===== config.mk =====
export PLATFORM = sky130hd
export DESIGN_NAME = clk_div_ctrl
export DESIGN_NICKNAME = d
export VERILOG_FILES = /design/src/rtl/clk_div_ctrl.sv
export SDC_FILE = /design/constraint.sdc
export NUM_CORES = 1
export LEC_CHECK = 0
export BUFFER_PORTS_ARGS = -buffer_cell sky130_fd_sc_hd__buf_2
export CORE_UTILIZATION = 62
export DETAILED_ROUTE_END_ITERATION = 16
export PLACE_DENSITY_LB_ADDON = 0.12
export SLEW_MARGIN = 25
export SYNTH_ARGS = -nofsm -noshare
export SYNTH_HDL_FRONTEND = slang
export SYNTH_SLANG_ARGS = --single-unit

===== constraint.sdc =====
create_clock -name I_REF_CLK -period 8 [get_ports I_REF_CLK]
set_input_delay 0.4 -clock I_REF_CLK [delete_from_list [all_inputs] [get_ports I_REF_CLK]]
set_output_delay 0.4 -clock I_REF_CLK [all_outputs]
set_load 0.02 [all_outputs]

===== src/rtl/clk_div_ctrl.sv =====
// clk_div_ctrl: sequencing controller and round-robin arbiter for the integer
// clock divider. Two requesters ask for a new division ratio over a four-phase
// REQ/ACK handshake; the controller stops the divider, loads the new ratio,
// restarts it and acknowledges once one full divided period has elapsed.
module clk_div_ctrl #(
  parameter logic [7:0]  RESET_RATIO   = 8'd2,
  parameter int unsigned SETTLE_CYCLES = 4     // legal range 1..255
) (
  input  logic       I_REF_CLK,
  input  logic       RST_EN,
  input  logic       REQ_A,
  input  logic [7:0] RATIO_A,
  input  logic       REQ_B,
  input  logic [7:0] RATIO_B,
  output logic       ACK_A,
  output logic       ACK_B,
  output logic       BUSY,
  output logic [7:0] DIV_RATIO,
  output logic       CLK_EN
);

  typedef enum logic [2:0] {
    S_BOOT,
    S_IDLE,
    S_STOP,
    S_LOAD,
    S_START,
    S_ACK
  } state_t;

  // Last counter value of the settle window (counter runs 0..SETTLE_CYCLES-1).
  localparam logic [7:0] SETTLE_LAST = 8'(SETTLE_CYCLES - 1);

  // Side encoding for owner and pointer: 0 = requester A, 1 = requester B.
  state_t     r_state;
  state_t     w_state_nxt;
  logic       r_owner;
  logic [7:0] r_ratio;
  logic       r_ptr;
  logic [7:0] r_cnt;
  logic [7:0] r_div_ratio;
  logic       r_clk_en;
  logic       r_busy;
  logic       r_ack_a;
  logic       r_ack_b;

  logic       w_owner_nxt;
  logic [7:0] w_ratio_nxt;
  logic       w_ptr_nxt;
  logic [7:0] w_cnt_nxt;
  logic [7:0] w_div_ratio_nxt;
  logic       w_clk_en_nxt;
  logic       w_busy_nxt;
  logic       w_ack_a_nxt;
  logic       w_ack_b_nxt;

  logic       w_elig_a;
  logic       w_elig_b;
  logic       w_grant_any;
  logic       w_grant_b;
  logic [7:0] w_req_ratio;
  logic       w_fast;
  logic       w_owner_req;
  logic       w_owner_ack;
  logic [7:0] w_start_last;
  logic       w_stop_done;
  logic       w_start_done;

  // Arbitration and sequencing terms shared by next-state and output logic.
  always_comb begin
    w_elig_a     = REQ_A & ~r_ack_a;
    w_elig_b     = REQ_B & ~r_ack_b;
    w_grant_any  = w_elig_a | w_elig_b;
    // B wins when it is the only eligible side or when the pointer names B.
    w_grant_b    = w_elig_b & (~w_elig_a | r_ptr);
    w_req_ratio  = w_grant_b ? RATIO_B : RATIO_A;
    // Same ratio on a running divider needs no stop/start sequence.
    w_fast       = (w_req_ratio == r_div_ratio) & r_clk_en;
    w_owner_req  = r_owner ? REQ_B : REQ_A;
    w_owner_ack  = r_owner ? r_ack_b : r_ack_a;
    // Ratios 0 and 1 are divider bypass: one reference cycle is a full period.
    w_start_last = (r_ratio >= 8'd2) ? (r_ratio - 8'd1) : 8'd0;
    w_stop_done  = (r_cnt == SETTLE_LAST);
    w_start_done = (r_cnt == w_start_last);
  end

  // State register.
  always_ff @(posedge I_REF_CLK or negedge RST_EN) begin
    // NOTE: sequential state uses non-blocking assignments so every register
    // samples the pre-edge values regardless of statement order.
    if (!RST_EN) begin
      r_state <= S_BOOT;
    end else begin
      r_state <= w_state_nxt;
    end
  end

  // Next-state logic.
  always_comb begin
    // NOTE: a default before the case keeps every path assigned, so no latch
    // is inferred when a branch leaves the state unchanged.
    w_state_nxt = r_state;
    case (r_state)
      S_BOOT:  w_state_nxt = S_IDLE;
      S_IDLE:  if (w_grant_any) w_state_nxt = w_fast ? S_ACK : S_STOP;
      S_STOP:  if (w_stop_done) w_state_nxt = S_LOAD;
      S_LOAD:  w_state_nxt = S_START;
      S_START: if (w_start_done) w_state_nxt = S_ACK;
      S_ACK:   if (w_owner_ack && !w_owner_req) w_state_nxt = S_IDLE;
      default: w_state_nxt = S_BOOT;
    endcase
  end

  // Next values of the registered datapath and outputs for each state.
  always_comb begin
    w_owner_nxt     = r_owner;
    w_ratio_nxt     = r_ratio;
    w_ptr_nxt       = r_ptr;
    w_cnt_nxt       = r_cnt;
    w_div_ratio_nxt = r_div_ratio;
    w_clk_en_nxt    = r_clk_en;
    w_busy_nxt      = r_busy;
    w_ack_a_nxt     = r_ack_a;
    w_ack_b_nxt     = r_ack_b;
    case (r_state)
      S_BOOT: begin
        w_clk_en_nxt = 1'b1;
        w_busy_nxt   = 1'b0;
      end
      S_IDLE: begin
        if (w_grant_any) begin
          w_owner_nxt = w_grant_b;
          w_ratio_nxt = w_req_ratio;
          w_busy_nxt  = 1'b1;
          w_cnt_nxt   = 8'd0;
          if (!w_fast) w_clk_en_nxt = 1'b0;
        end
      end
      S_STOP: begin
        if (!w_stop_done) w_cnt_nxt = r_cnt + 8'd1;
      end
      S_LOAD: begin
        // The divider is stopped here, so the ratio never changes while enabled.
        w_div_ratio_nxt = r_ratio;
        w_clk_en_nxt    = 1'b1;
        w_cnt_nxt       = 8'd0;
      end
      S_START: begin
        if (w_start_done) begin
          if (r_owner) w_ack_b_nxt = 1'b1;
          else         w_ack_a_nxt = 1'b1;
        end else begin
          w_cnt_nxt = r_cnt + 8'd1;
        end
      end
      S_ACK: begin
        if (!w_owner_ack) begin
          // Fast-path entry: ACK rises one edge after the grant.
          if (r_owner) w_ack_b_nxt = 1'b1;
          else         w_ack_a_nxt = 1'b1;
        end else if (!w_owner_req) begin
          if (r_owner) w_ack_b_nxt = 1'b0;
          else         w_ack_a_nxt = 1'b0;
          w_busy_nxt = 1'b0;
          w_ptr_nxt  = ~r_owner;
        end
      end
      default: ;
    endcase
  end

  // Datapath and output registers; reset returns the divider to its boot ratio.
  always_ff @(posedge I_REF_CLK or negedge RST_EN) begin
    if (!RST_EN) begin
      r_owner     <= 1'b0;
      r_ratio     <= RESET_RATIO;
      r_ptr       <= 1'b0;
      r_cnt       <= 8'd0;
      r_div_ratio <= RESET_RATIO;
      r_clk_en    <= 1'b0;
      r_busy      <= 1'b1;
      r_ack_a     <= 1'b0;
      r_ack_b     <= 1'b0;
    end else begin
      r_owner     <= w_owner_nxt;
      r_ratio     <= w_ratio_nxt;
      r_ptr       <= w_ptr_nxt;
      r_cnt       <= w_cnt_nxt;
      r_div_ratio <= w_div_ratio_nxt;
      r_clk_en    <= w_clk_en_nxt;
      r_busy      <= w_busy_nxt;
      r_ack_a     <= w_ack_a_nxt;
      r_ack_b     <= w_ack_b_nxt;
    end
  end

  assign ACK_A     = r_ack_a;
  assign ACK_B     = r_ack_b;
  assign BUSY      = r_busy;
  assign DIV_RATIO = r_div_ratio;
  assign CLK_EN    = r_clk_en;

endmodule

== After elaboration in Yosys (flattened, before gate mapping) ==
Index checks and enable logic that the tools add are counted.
Word-level totals
  output and inout bits: 12
  register bits after elaboration: 33
  logic and storage cells: 93
  bits of input ports: 20
  bits in writable memories: 0
  bits in latches: 0
  memories: 0
  bits in read-only memories: 0
Cells by class
  add/subtract/negate cells: 2
  equal/unequal tests: 20
  bitwise operators: 11
  multipliers: 0
  divide/modulo/power cells: 0
  shift operators: 0
  muxes and demuxes: 33
  magnitude comparators: 1
  reductions and logical operators: 16
Operators with widths (count)
  8-bit two-way mux: 5
  8-bit one-hot mux with 4 select lines: 1
  4-bit AND reduction: 5
  2-bit inequality test, second input constant: 9
  3-bit one-hot mux with 6 select lines: 1
  1-bit two-way mux: 17
  8-bit equality test: 2
  3-bit two-way mux: 5
  3-bit inequality test, second input constant: 3
  8-bit by 1-bit adder with 8-bit output, second input constant: 1
  8-bit by 2-bit equality test with 1-bit output, second input constant: 1
  8-bit by 2-bit greater-or-equal comparator with 1-bit output, second input constant: 1
  8-bit by 1-bit subtractor with 8-bit output, second input constant: 1
  3-bit by 2-bit equality test with 1-bit output, second input constant: 2
  3-bit equality test, second input constant: 2
  1-bit one-hot mux with 2 select lines: 3
  3-bit AND reduction: 2
  1-bit NOT: 5
  1-bit bitwise AND: 4
  2-bit nonzero test: 2
  4-bit nonzero test: 1
  3-bit by 1-bit equality test with 1-bit output, second input constant: 1
  3-bit zero test: 1
  1-bit one-hot mux with 3 select lines: 1
  6 further kinds: 7

== Depth between registers and ports, before layout ==
  word-level depth: 11
  gate-level depth with buffers: 10
  gate-level depth less buffers: 9

== Least setup slack after synthesis ==
No wires, ideal clock.
  path type: reg2reg
  from: reg r_ratio[1]
  to: reg r_cnt[0]
  setup time: 0.128 ns
  arrival time: 2.620 ns
  required time: 7.872 ns
  buffers on the path: 1
  slack: 5.252 ns
  cell stages (with the launch flop): 11
  clock period less this slack: 2.748 ns
  cell sequence: dfstp_2 > clkbuf_1 > inv_1 > ha_1 > nor2b_1 > xnor2_1 > a41o_1 > a221oi_2 > a21oi_1 > o31a_2 > mux2_1
Between the ends
  word-level cells in the longest chain between the ends: 5
  elaborated cells on any way between the ends: 6
  classes of those cells: add/sub: 1; order compare: 1; eq/ne: 2; mux: 1; reduce/logical: 1
Ends and longest elaborated chain
  from (decl): line 38  | logic [7:0] r_ratio;
  from (signal assigned): line 186  | r_ratio <= w_ratio_nxt;
  8-bit by 1-bit subtractor with 8-bit output or 8-bit by 2-bit greater-or-equal comparator with 1-bit output (tied branches): line 82  | w_start_last = (r_ratio >= 8'd2) ? (r_ratio - 8'd1) : 8'd0;
  8-bit two-way mux *: line 82
  8-bit equality test *: line 84  | w_start_done = (r_cnt == w_start_last);
  2-bit inequality test (no line) *
  4-bit AND reduction (no line) *
  to (signal assigned): line 188  | r_cnt <= w_cnt_nxt;
  to (decl): line 40  | logic [7:0] r_cnt;
Every way passes the cells marked *; elsewhere a longest branch is shown, timed or not.
A chain may end at the register's enable or synchronous reset.

== Final worst setup path ==
  from: reg r_ratio[0]
  to: reg r_cnt[0]
Same word-level chain as after synthesis.

==> summary.txt <==
Yosys
  – Mapped Nets: 311
  – Most frequent cells after synthesis: 31 x nand2_1, 30 x dfrtp_1, 24 x o21ai_0, 21 x a21oi_1
  – Yosys top cell area share: 0.3158
  – Cell Area, Synth: 0.002377 mm2
  – Top FF cell, synth: dfrtp_1
  – Top post-synthesis cells by area: dfrtp_1 32%, o21ai_0 5.1%, nand2_1 4.9%, a21oi_1 4.4%, nand3_1 4.0%
  – EDFF count, synth: 0
  – Yosys reg bits: 33
  – Ys Warns: 0
  – Post-Syn Instances: 288
  – Synth async-reset ratio: 1.000
  – Avg Cell Area, Syn: 8.254 um2
  – Sequential-to-total area share from yosys stat: 0.3489
  – Most common cell in the netlist: nand2_1
  – Leading area contributor after synthesis: dfrtp_1
  – Synth cell types: 57

Worst setup path
  – Worst Setup End Kind: flip-flop
  – Startpoint types: flip-flop
  – CP arrival: 3.35 ns
  – Critical path type: reg -> reg
  – CP max FO: 11
  – Crit path required time: 8.17 ns
  – R2R depth: 9

Pwr
  – Leak: 0.001096 uW
  – Power Density: 119.6 mW/mm2
  – Max rail drop VDD: 0.09915 mV

Die
  – Initial Utilization: 0.6494
  – Die width: 63.92 um
  – Core ar.: 0.003661 mm2
  – Ports: 32
  – Die ar.: 0.004086 mm2
  – Site Rows: 22
  – Die height: 63.92 um

Global routing
  – Initial antenna violation count: 0
  – Vias in the first global route: 1990
  – Global Route Usage Sum: 0.2912
  – First-pass GRT wire length: 9204 um
  – Final global-route overflow total: 0
  – Pin count of the biggest net entering global routing: 34

Routing
  – Via count: 2257
  – WL per Instance: 15.16 um
  – Initial DRC count: 197
  – Drt drc: 0
  – Routed WL: 5458 um
  – First-pass DRT Iterations: 4
  – Drt via density: 6.269
  – Routed Antenna Nets: 0

Layout
  – Post-Layout Inst Area: 0.002614 mm2
  – Layout overhead on the synthesized area: 9.948%
  – Final Instance Count excl. Fillers: 360
  – Register area: 829.5 um2
  – Area of the multi-input gates: 0.001434 mm2
  – Nets: 334
  – Share of layout cells above drive strength 1: 0.1763
  – Diode count: 0
  – Fill cells: 297

Clock tree
  – CTS root buf: clkbuf_8
  – Num CTS Buffers: 5
  – Clock Latency Late Sink: 0.29 ns
  – Bufs on Longest Clock Path: 2
  – Post-CTS Resized: 0
  – Clk pin slew, worst setup/hold paths: 0.07 ns
  – Number of hold buffers added after CTS: 0
  – Clock sink count: 33
  – Htree depth: 2
  – Number of post-CTS setup repair buffers: 0
  – CTS tree: yes

Flow run
  – Maxcap violations: 0

Timing
  – WHS: 0.1840 ns
  – Max Slew Vio Count: 0
  – TNS Setup: 0 ns
  – Count of final hold-check violations: 0
  – Relative slew slack: 0.4940
  – Final period utilization: 0.3969
  – RSZ-0062 raised after global routing: no
  – Fmax: 315.0 MHz
  – Worst-Margin Slew: 0.7590 ns
  – Worst Skew: 0.009081 ns
  – Crit path time final: 3.175 ns
  – # setup viols final: 0

Status
  – Outcome: finished clean

Min path
  – Worst Hold Class: in -> async

Placed design
  – HPWL after detailed placement: 3952 um
  – Placed Area: 0.002524 mm2
  – Placed cells: 352
  – Port bufs: 31
  – Placer's final routability congestion estimate: 0.8465
## final timing paths
| check | slack, ns | startpoint | to |
|---|---|---|---|
| max in group asynchronous | 7.33 | RST_EN | r_state[2] |
| hold / removal | 0.18 | RST_EN | DIV_RATIO[3] |
| setup / recovery | 4.83 | r_ratio[0] | r_cnt[0] |
| hold reg to reg | 0.50 | DIV_RATIO[1] | DIV_RATIO[1] |
| min in group I_REF_CLK | 0.38 | REQ_A | ACK_A |
| setup reg to reg | 4.83 | r_ratio[0] | r_cnt[0] |
## through the flow
step	power, uW	utilization	setup slack, ns
floorplan	175.4	-	5.252
global placement	184.3	0.6893	5.121
detailed placement	184.5	0.6893	4.881
CTS	316.8	0.7139	4.856
global route	325.5	0.7139	4.578
finish	312.6	0.7139	4.825
## cells by family (layout without fill, tap and decap cells)
logic type | after synthesis | after routing | share of synthesized area
and+or+nand+nor | 123 | 123 | 0.2869
AOI/OAI and AO/OA | 86 | 86 | 0.2337
DFF | 33 | 33 | 0.3489
buffers and inverters | 27 | 51 | 0.04790
muxes | 9 | 9 | 0.04105
xor gates and xnor gates | 7 | 7 | 0.02579
adders and majority gates | 3 | 3 | 0.01579
## where the power goes
group          switching [uW]  total (uW)  internal [uW]
sequential                  0         167            167
combinational            8.16        14.5           6.34
clock                    61.0         131           70.2
## layer usage
layer | up-vias | track usage | share of wire
met5 | - | 0 | 0
met4 | 0 | 0.1051 | 0.017
met3 | 11 | 0.04643 | 0.058
met2 | 77 | 0.4694 | 0.45
met1 | 1050 | 0.3936 | 0.47
li1 | 1119 | - | -
## registers in the layout, indices dropped and copies added, names as in the netlist
name       flops
r_owner        1
r_state        3
r_ptr          1
CLK_EN         1
BUSY           1
DIV_RATIO      8
r_ratio        8
r_cnt          8
ACK_B          1
ACK_A          1
## layout make-up
class	instances	share of cell area
flip-flops and latches	33	0.3174
clock buffers	8	0.03447
repair buffers	31	0.05936
multi-input cells	228	0.5486
well taps	48	0.02298
inverters	12	0.01723
## worst max-delay path, cell delays in order, from the launching register on
cell and delay [ns]:
dfrtp_1 0.55, inv_1 0.13, ha_1 0.24, nor4_1 0.41, nand2_1 0.25, and3b_1 0.24
a221oi_2 0.55, a21oi_1 0.15, o31a_2 0.21, mux2_1 0.33
## cells in the final DEF, fill, tap and decap left out, types with 4 or more instances in the layout
master / synthesis / routed
nand3b_1: 4 / 4
dfrtp_1: 30 / 30
o2111ai_1: 6 / 6
nor3_1: 4 / 4
nor2b_1: 6 / 6
and3_1: 8 / 8
nor4_1: 4 / 4
inv_1: 12 / 12
xnor2_1: 5 / 5
buf_2: 4 / 31
a21oi_1: 21 / 21
nor2_1: 19 / 19
or4_1: 5 / 5
o21ai_0: 24 / 24
nand3_1: 19 / 19
clkbuf_8: 0 / 6
nand2_1: 31 / 31
or3_1: 5 / 5
nand2b_1: 5 / 5
a31oi_1: 10 / 10
mux2_2: 5 / 5
o31ai_1: 4 / 4
No activity file was read; power rests on OpenSTA's default activity.
